`src/rtl/fifo_rd_packer_pkg.sv`:
```
// Shared constants and width helpers for the FIFO read-side packer.
// Timeout flushing of partial words is enabled with FIFO_RD_PACKER_TIMEOUT_EN.
package fifo_rd_packer_pkg;

    localparam int DSIZE_DEF   = 8;
    localparam int RATIO_DEF   = 4;
    localparam int TIMEOUT_DEF = 16;

    function automatic int cnt_width(input int ratio);
        return (ratio > 2) ? $clog2(ratio) : 1;
    endfunction

    function automatic int idle_width(input int timeout);
        return $clog2(timeout + 1);
    endfunction

endpackage

```
`src/rtl/fifo_rd_idle_timer.sv`:
```
// Saturating idle counter; raises o_expired once TIMEOUT idle cycles elapse.
// Used by fifo_rd_packer only when FIFO_RD_PACKER_TIMEOUT_EN is defined.
module fifo_rd_idle_timer
    import fifo_rd_packer_pkg::*;
#(
    parameter int TIMEOUT = TIMEOUT_DEF
) (
    input  logic i_clk,
    input  logic i_rst,
    input  logic i_idle,
    input  logic i_clear,
    output logic o_expired
);

    localparam int TW = idle_width(TIMEOUT);

    logic [TW-1:0] r_cnt;
    logic          w_sat;

    assign w_sat     = (r_cnt == TW'(TIMEOUT));
    assign o_expired = w_sat;

    // Holds at TIMEOUT while the flush waits for the output register
    always_ff @(posedge i_clk) begin
        if (i_rst) begin
            r_cnt <= '0;
        end else if (i_clear) begin
            r_cnt <= '0;
        end else if (i_idle && !w_sat) begin
            r_cnt <= r_cnt + 1'b1;
        end
    end

endmodule

```
`src/rtl/fifo_rd_packer.sv`:
```
// Packs RATIO first-word-fall-through FIFO entries into one valid/ready word.
// Define FIFO_RD_PACKER_TIMEOUT_EN to flush partial words after TIMEOUT idle cycles.
module fifo_rd_packer
    import fifo_rd_packer_pkg::*;
#(
    parameter int DSIZE   = DSIZE_DEF,
    parameter int RATIO   = RATIO_DEF,
    parameter int TIMEOUT = TIMEOUT_DEF
) (
    input  logic                   rclk,
    input  logic                   rrst,
    input  logic [DSIZE-1:0]       rdata,
    input  logic                   rempty,
    output logic                   rinc,
    output logic [DSIZE*RATIO-1:0] m_data,
    output logic [RATIO-1:0]       m_keep,
    output logic                   m_valid,
    input  logic                   m_ready
);

    localparam int CW = cnt_width(RATIO);

    logic [CW-1:0]                r_cnt;
    logic [RATIO-2:0][DSIZE-1:0]  r_acc;
    logic [DSIZE*RATIO-1:0]       r_data;
    logic [RATIO-1:0]             r_keep;
    logic                         r_valid;

    logic w_out_free;
    logic w_last;
    logic w_pop;

    if (RATIO < 2 || TIMEOUT < 1) begin : g_bad_cfg
    end

    assign w_out_free = !r_valid || m_ready;
    assign w_last     = (r_cnt == CW'(RATIO - 1));
    assign w_pop      = !rrst && !rempty && (!w_last || w_out_free);

    assign rinc    = w_pop;
    assign m_data  = r_data;
    assign m_keep  = r_keep;
    assign m_valid = r_valid;

`ifdef FIFO_RD_PACKER_TIMEOUT_EN
    logic                   w_expired;
    logic                   w_flush;
    logic [DSIZE*RATIO-1:0] w_flush_data;
    logic [RATIO-1:0]       w_flush_keep;

    fifo_rd_idle_timer #(
        .TIMEOUT (TIMEOUT)
    ) u_idle_timer (
        .i_clk     (rclk),
        .i_rst     (rrst),
        .i_idle    ((r_cnt != '0) && rempty),
        .i_clear   (w_pop || w_flush),
        .o_expired (w_expired)
    );

    // A pop in the flush-pending cycle wins; the partial word keeps growing
    assign w_flush = w_expired && w_out_free && !w_pop;

    always_comb begin
        w_flush_data = '0;
        w_flush_keep = '0;
        for (int i = 0; i < RATIO - 1; i++) begin
            if (i < int'(r_cnt)) begin
                w_flush_data[i*DSIZE +: DSIZE] = r_acc[i];
                w_flush_keep[i]                = 1'b1;
            end
        end
    end
`endif

    always_ff @(posedge rclk) begin
        if (rrst) begin
            r_cnt   <= '0;
            r_acc   <= '0;
            r_data  <= '0;
            r_keep  <= '0;
            r_valid <= 1'b0;
        end else begin
            if (r_valid && m_ready) begin
                r_valid <= 1'b0;
            end
            if (w_pop) begin
                if (w_last) begin
                    r_data  <= {rdata, r_acc};
                    r_keep  <= '1;
                    r_valid <= 1'b1;
                    r_cnt   <= '0;
                end else begin
                    for (int i = 0; i < RATIO - 1; i++) begin
                        if (r_cnt == CW'(i)) begin
                            r_acc[i] <= rdata;
                        end
                    end
                    r_cnt <= r_cnt + 1'b1;
                end
            end
`ifdef FIFO_RD_PACKER_TIMEOUT_EN
            if (w_flush) begin
                r_data  <= w_flush_data;
                r_keep  <= w_flush_keep;
                r_valid <= 1'b1;
                r_cnt   <= '0;
            end
`endif
        end
    end

endmodule

```
`config.mk`:
```
export PLATFORM = sky130hd
export DESIGN_NAME = fifo_rd_packer
export DESIGN_NICKNAME = d
export VERILOG_FILES = /design/src/rtl/fifo_rd_packer_pkg.sv /design/src/rtl/fifo_rd_idle_timer.sv /design/src/rtl/fifo_rd_packer.sv
export SDC_FILE = /design/constraint.sdc
export NUM_CORES = 1
export LEC_CHECK = 0
export CORE_MARGIN = 2
export CORE_UTILIZATION = 45
export CTS_CLUSTER_DIAMETER = 30
export CTS_CLUSTER_SIZE = 28
export DETAILED_ROUTE_END_ITERATION = 8
export PLACE_DENSITY = 0.74
export SLEW_MARGIN = 30
export SYNTH_ARGS = -nofsm -noshare
export SYNTH_HDL_FRONTEND = slang
export SYNTH_SLANG_ARGS = --single-unit
```
`constraint.sdc`:
```
create_clock -name rclk -period 1.63 [get_ports rclk]
set_input_delay 0.4075 -clock rclk [delete_from_list [all_inputs] [get_ports rclk]]
set_output_delay 0.4075 -clock rclk [all_outputs]
set_load 0.05 [all_outputs]
```
==> results.txt <==
The tools report the met2 usage as 37.1%. At the worst endpoint, the arrival time is 1.20 ns. Setup repair after global routing could not meet its margin everywhere. Clock-pin slew was measured on the worst setup and hold paths at 0.07 ns. The number of max-cap violations came out at 0.

TritonCTS created 9 clock buffers. Excluding fillers, the count of instances in the completed layout stands at 394. Global routing used 5.29% of the available met3 tracks. In the routed layout, each cell is associated on average with a via count of 5.45.

For the DRC violations left, the log shows 0. Die height: 77.1 um. Walking the worst path, the cells encountered are ha_4, a21boi_4, buf_12.

Dividing the final minimum period by the clock period gives 98.4%. Dividing the detail-routed wire length by the instance count gives 15.8 um. The worst setup path is captured at an output port. The clock passes through at most 2 buffers.

The logs give 2147 for the number of global-route vias before repair and 0 for the number of antenna violations at the first check in global routing. For this run, global-route usage on met1 was measured as 27.1%. Yosys printed 0 warnings.

Summing over every cut layer, the via total after detailed routing is 2148. The power density over the cells is 875 nW/um^2, and the number of DRC markers in iteration 0 is 128. Counting flops and latches in the post-synthesis netlist gives 60.

The critical path is of the flop to output port type. The post-synthesis adder-cell area fraction was 2.08%. The XOR/XNOR share of the synthesized area works out to 0%.

The detail route stage leaves a number of antenna-violating nets equal to 0. After routing, the total negative slack on setup checks comes to 0 ns. The die covers 5950 sq um. The maximum VDD drop is 693 uV, and the net count after synthesis is 279. Leaving out fill and tap cells, the most frequent cell in the layout is sky130_fd_sc_hd__dfxtp_1. On the final layout, the worst hold slack is 0.451 ns. During placement, the flow inserted port buffers numbering 49. The initial utilization of the core area, before any placement, comes to 46.8%. Summed over all nets, the half-perimeter wirelength after detailed placement is 4.24 mm. Count of endpoints failing hold in the final timing report: 0. The first-pass GRT wire length was 10.6 mm. In the layout the commonest cells are sky130_fd_sc_hd__dfxtp_1, sky130_fd_sc_hd__buf_12, sky130_fd_sc_hd__inv_1. The headroom to the max-slew limit was 72.9%; the layout overhead on the synthesized area was 53.3%.

The post-layout minimum cycle time works out to 1.60 ns. For this design the static power due to leakage is 1.34 nW. The largest fanout on the critical path was 6. Setup violations remaining at the end of the flow were counted as 0. The simple-gate portion of the synthesized area was 9.72%; the number of nets in the final layout was 336.

At the pin with the least slew margin, the transition time is 0.407 ns. The initialized floorplan defines 26 standard-cell rows. The root buffer cell chosen for the clock tree is sky130_fd_sc_hd__clkbuf_8.

The slowest stage of the critical path is the sky130_fd_sc_hd__dfxtp_2 cell. The floorplan core area is 5140 sq um, and the final weighted congestion in routability-driven placement is 0.809. Before antenna repair, the detailed router went through 4 iterations. After synthesis, the mean cell area works out to 9.15 sq um. In this design, the largest share of critical-path delay is due to flip-flops. The run gives 0.00598 ns as the worst clock skew. The final-report max-slew violation count came out at 0. TritonCTS built the clock tree. Based on the critical path, the design can be clocked at up to 623 MHz.

The number of placed instances, taps included is 376. The run finished with clean final reports. Summing every instance area after synthesis gives 2410 sq um.

met2 is the most crowded layer. On the worst path, the slowest cell contributes a delay of 0.35 ns. The main combinational cell family by area after synthesis was compound AO/OA/AOI/OAI gates. Die outline width: 77.1 um. The total buffers and inverters traversed by the critical path was 1; the global-route usage over all layers was 22.6%.

The multiplexer share of the synthesized area is 0%, and the post-synthesis cell type count is 23. STA classifies the critical path startpoint as a flop. The complex-gate fraction of the synthesized area is 26.6%. The pin count of the biggest net entering global routing came out at 23. In this run the worst hold path is classified as flop to flop.

After detailed routing, the total wire length is 6.23 mm. In the final layout, the share of cells above drive strength 1 is 26.5%. Sequential cells were found to cover 49.9% of the synthesized design area. At the worst endpoint, the required time is 1.22 ns.

The number of hold buffers added after CTS was 0. Synthesis produced a netlist whose cell count is 263. 50 I/O pins were placed. The number of antenna diodes is 0. The overall overflow remaining after global route was 0; the sink count of the clock tree was 60. For the worst-skew pair, the clock arrives at the later sink with an insertion delay of 0.34 ns. In this run the number of H-tree levels came out at 3.
worst paths after layout:
kind	depth (start not counted)	to	slack, ns	from
setup reg to reg	5	m_data[5]$_SDFFE_PP0P_	0.11	r_cnt[0]$_SDFFE_PP0P_
hold / removal	2	m_data[19]$_SDFFE_PP0P_	0.45	r_acc[19]$_SDFFE_PP0P_
setup / recovery	3	rinc	0.03	r_cnt[0]$_SDFFE_PP0P_
hold reg to reg	2	m_data[19]$_SDFFE_PP0P_	0.45	r_acc[19]$_SDFFE_PP0P_
cell usage after synthesis:
cell,count,area (sq um)
sky130_fd_sc_hd__a21boi_0,1,7.51
sky130_fd_sc_hd__clkbuf_1,14,52.6
sky130_fd_sc_hd__inv_1,37,139
sky130_fd_sc_hd__o31ai_1,18,135
sky130_fd_sc_hd__or4b_4,1,13.8
sky130_fd_sc_hd__nor4b_4,3,71.3
sky130_fd_sc_hd__o21ai_1,6,30.0
sky130_fd_sc_hd__or4_1,1,7.51
sky130_fd_sc_hd__buf_1,2,7.51
sky130_fd_sc_hd__a21oi_1,10,50.1
sky130_fd_sc_hd__o21ai_0,26,130
sky130_fd_sc_hd__dfxtp_1,60,1200
sky130_fd_sc_hd__buf_2,3,15.0
sky130_fd_sc_hd__nor2b_1,1,6.26
sky130_fd_sc_hd__ha_1,4,50.1
sky130_fd_sc_hd__nand3_1,1,5.00
sky130_fd_sc_hd__buf_4,6,45.0
sky130_fd_sc_hd__o311ai_0,32,280
sky130_fd_sc_hd__nand2_1,32,120
sky130_fd_sc_hd__nor2_1,1,3.75
sky130_fd_sc_hd__nand2b_1,1,6.26
sky130_fd_sc_hd__o211ai_1,1,7.51
sky130_fd_sc_hd__buf_6,2,22.5
through the flow:
stage | area, sq um | setup slack, ns | util (%) | power (mW)
after floorplan | 2420 | 0.0722 | - | 1.74
after global placement | 3450 | -0.254 | 67.0 | 1.87
after detailed placement | 3450 | -0.299 | 67.0 | 1.88
after CTS | 3680 | 0.00982 | 71.6 | 3.25
after global routing | 3690 | -0.0298 | 71.8 | 3.33
final | 3690 | 0.0256 | 71.8 | 3.23
logic make-up after synthesis:
family / Yosys count
AO/OA/AOI/OAI: 94
buffers and inverters: 64
flip-flops: 60
AND/OR/NAND/NOR: 41
adder cells (fa/ha/maj): 4
power by group:
part,total [mW],internal (mW),switching [mW]
Combinational,0.325,0.143,0.182
Sequential,1.54,1.51,0.0252
Clock,1.37,0.825,0.543
Total,3.23,2.48,0.750
final cells by class:
cell class | instances | area (sq um)
multi-input combinational | 139 | 958
timing repair buffer | 73 | 1100
inverter | 37 | 139
clock buffer | 14 | 173
fill | 386 | 1450
tap | 70 | 87.6
sequential | 60 | 1200
clock inverter | 1 | 30.0
flip-flops by register name, indices dropped and copies added (netlist names):
| signal | flops |
|---|---|
| m_keep | 1 |
| r_acc | 24 |
| m_data | 32 |
| m_valid | 1 |
| r_cnt | 2 |
worst register-to-register path, cell delays in order, from the launching register on:
cell	delay (ns)
sky130_fd_sc_hd__dfxtp_2	0.38
sky130_fd_sc_hd__ha_4	0.20
sky130_fd_sc_hd__inv_1	0.07
sky130_fd_sc_hd__buf_4	0.20
sky130_fd_sc_hd__o311ai_0	0.37
sky130_fd_sc_hd__o21ai_0	0.16
what timing repair did:
action / 4_1_cts / 5_1_grt
setup buffers: 2 / 1
setup endpoints to repair: 13 / 3
gates resized for setup: 9 / 3
pin swaps: 1 / 1
metal layers:
metal / routed length (um) / share of wire, % / vias to the layer above
met5: 0 / 0 / -
met4: 146 / 2.3 / 0
met3: 316 / 5.1 / 14
met2: 3250 / 52 / 60
met1: 2520 / 40 / 1028
li1: - / - / 1046
Power figures use the tool's default switching activity.
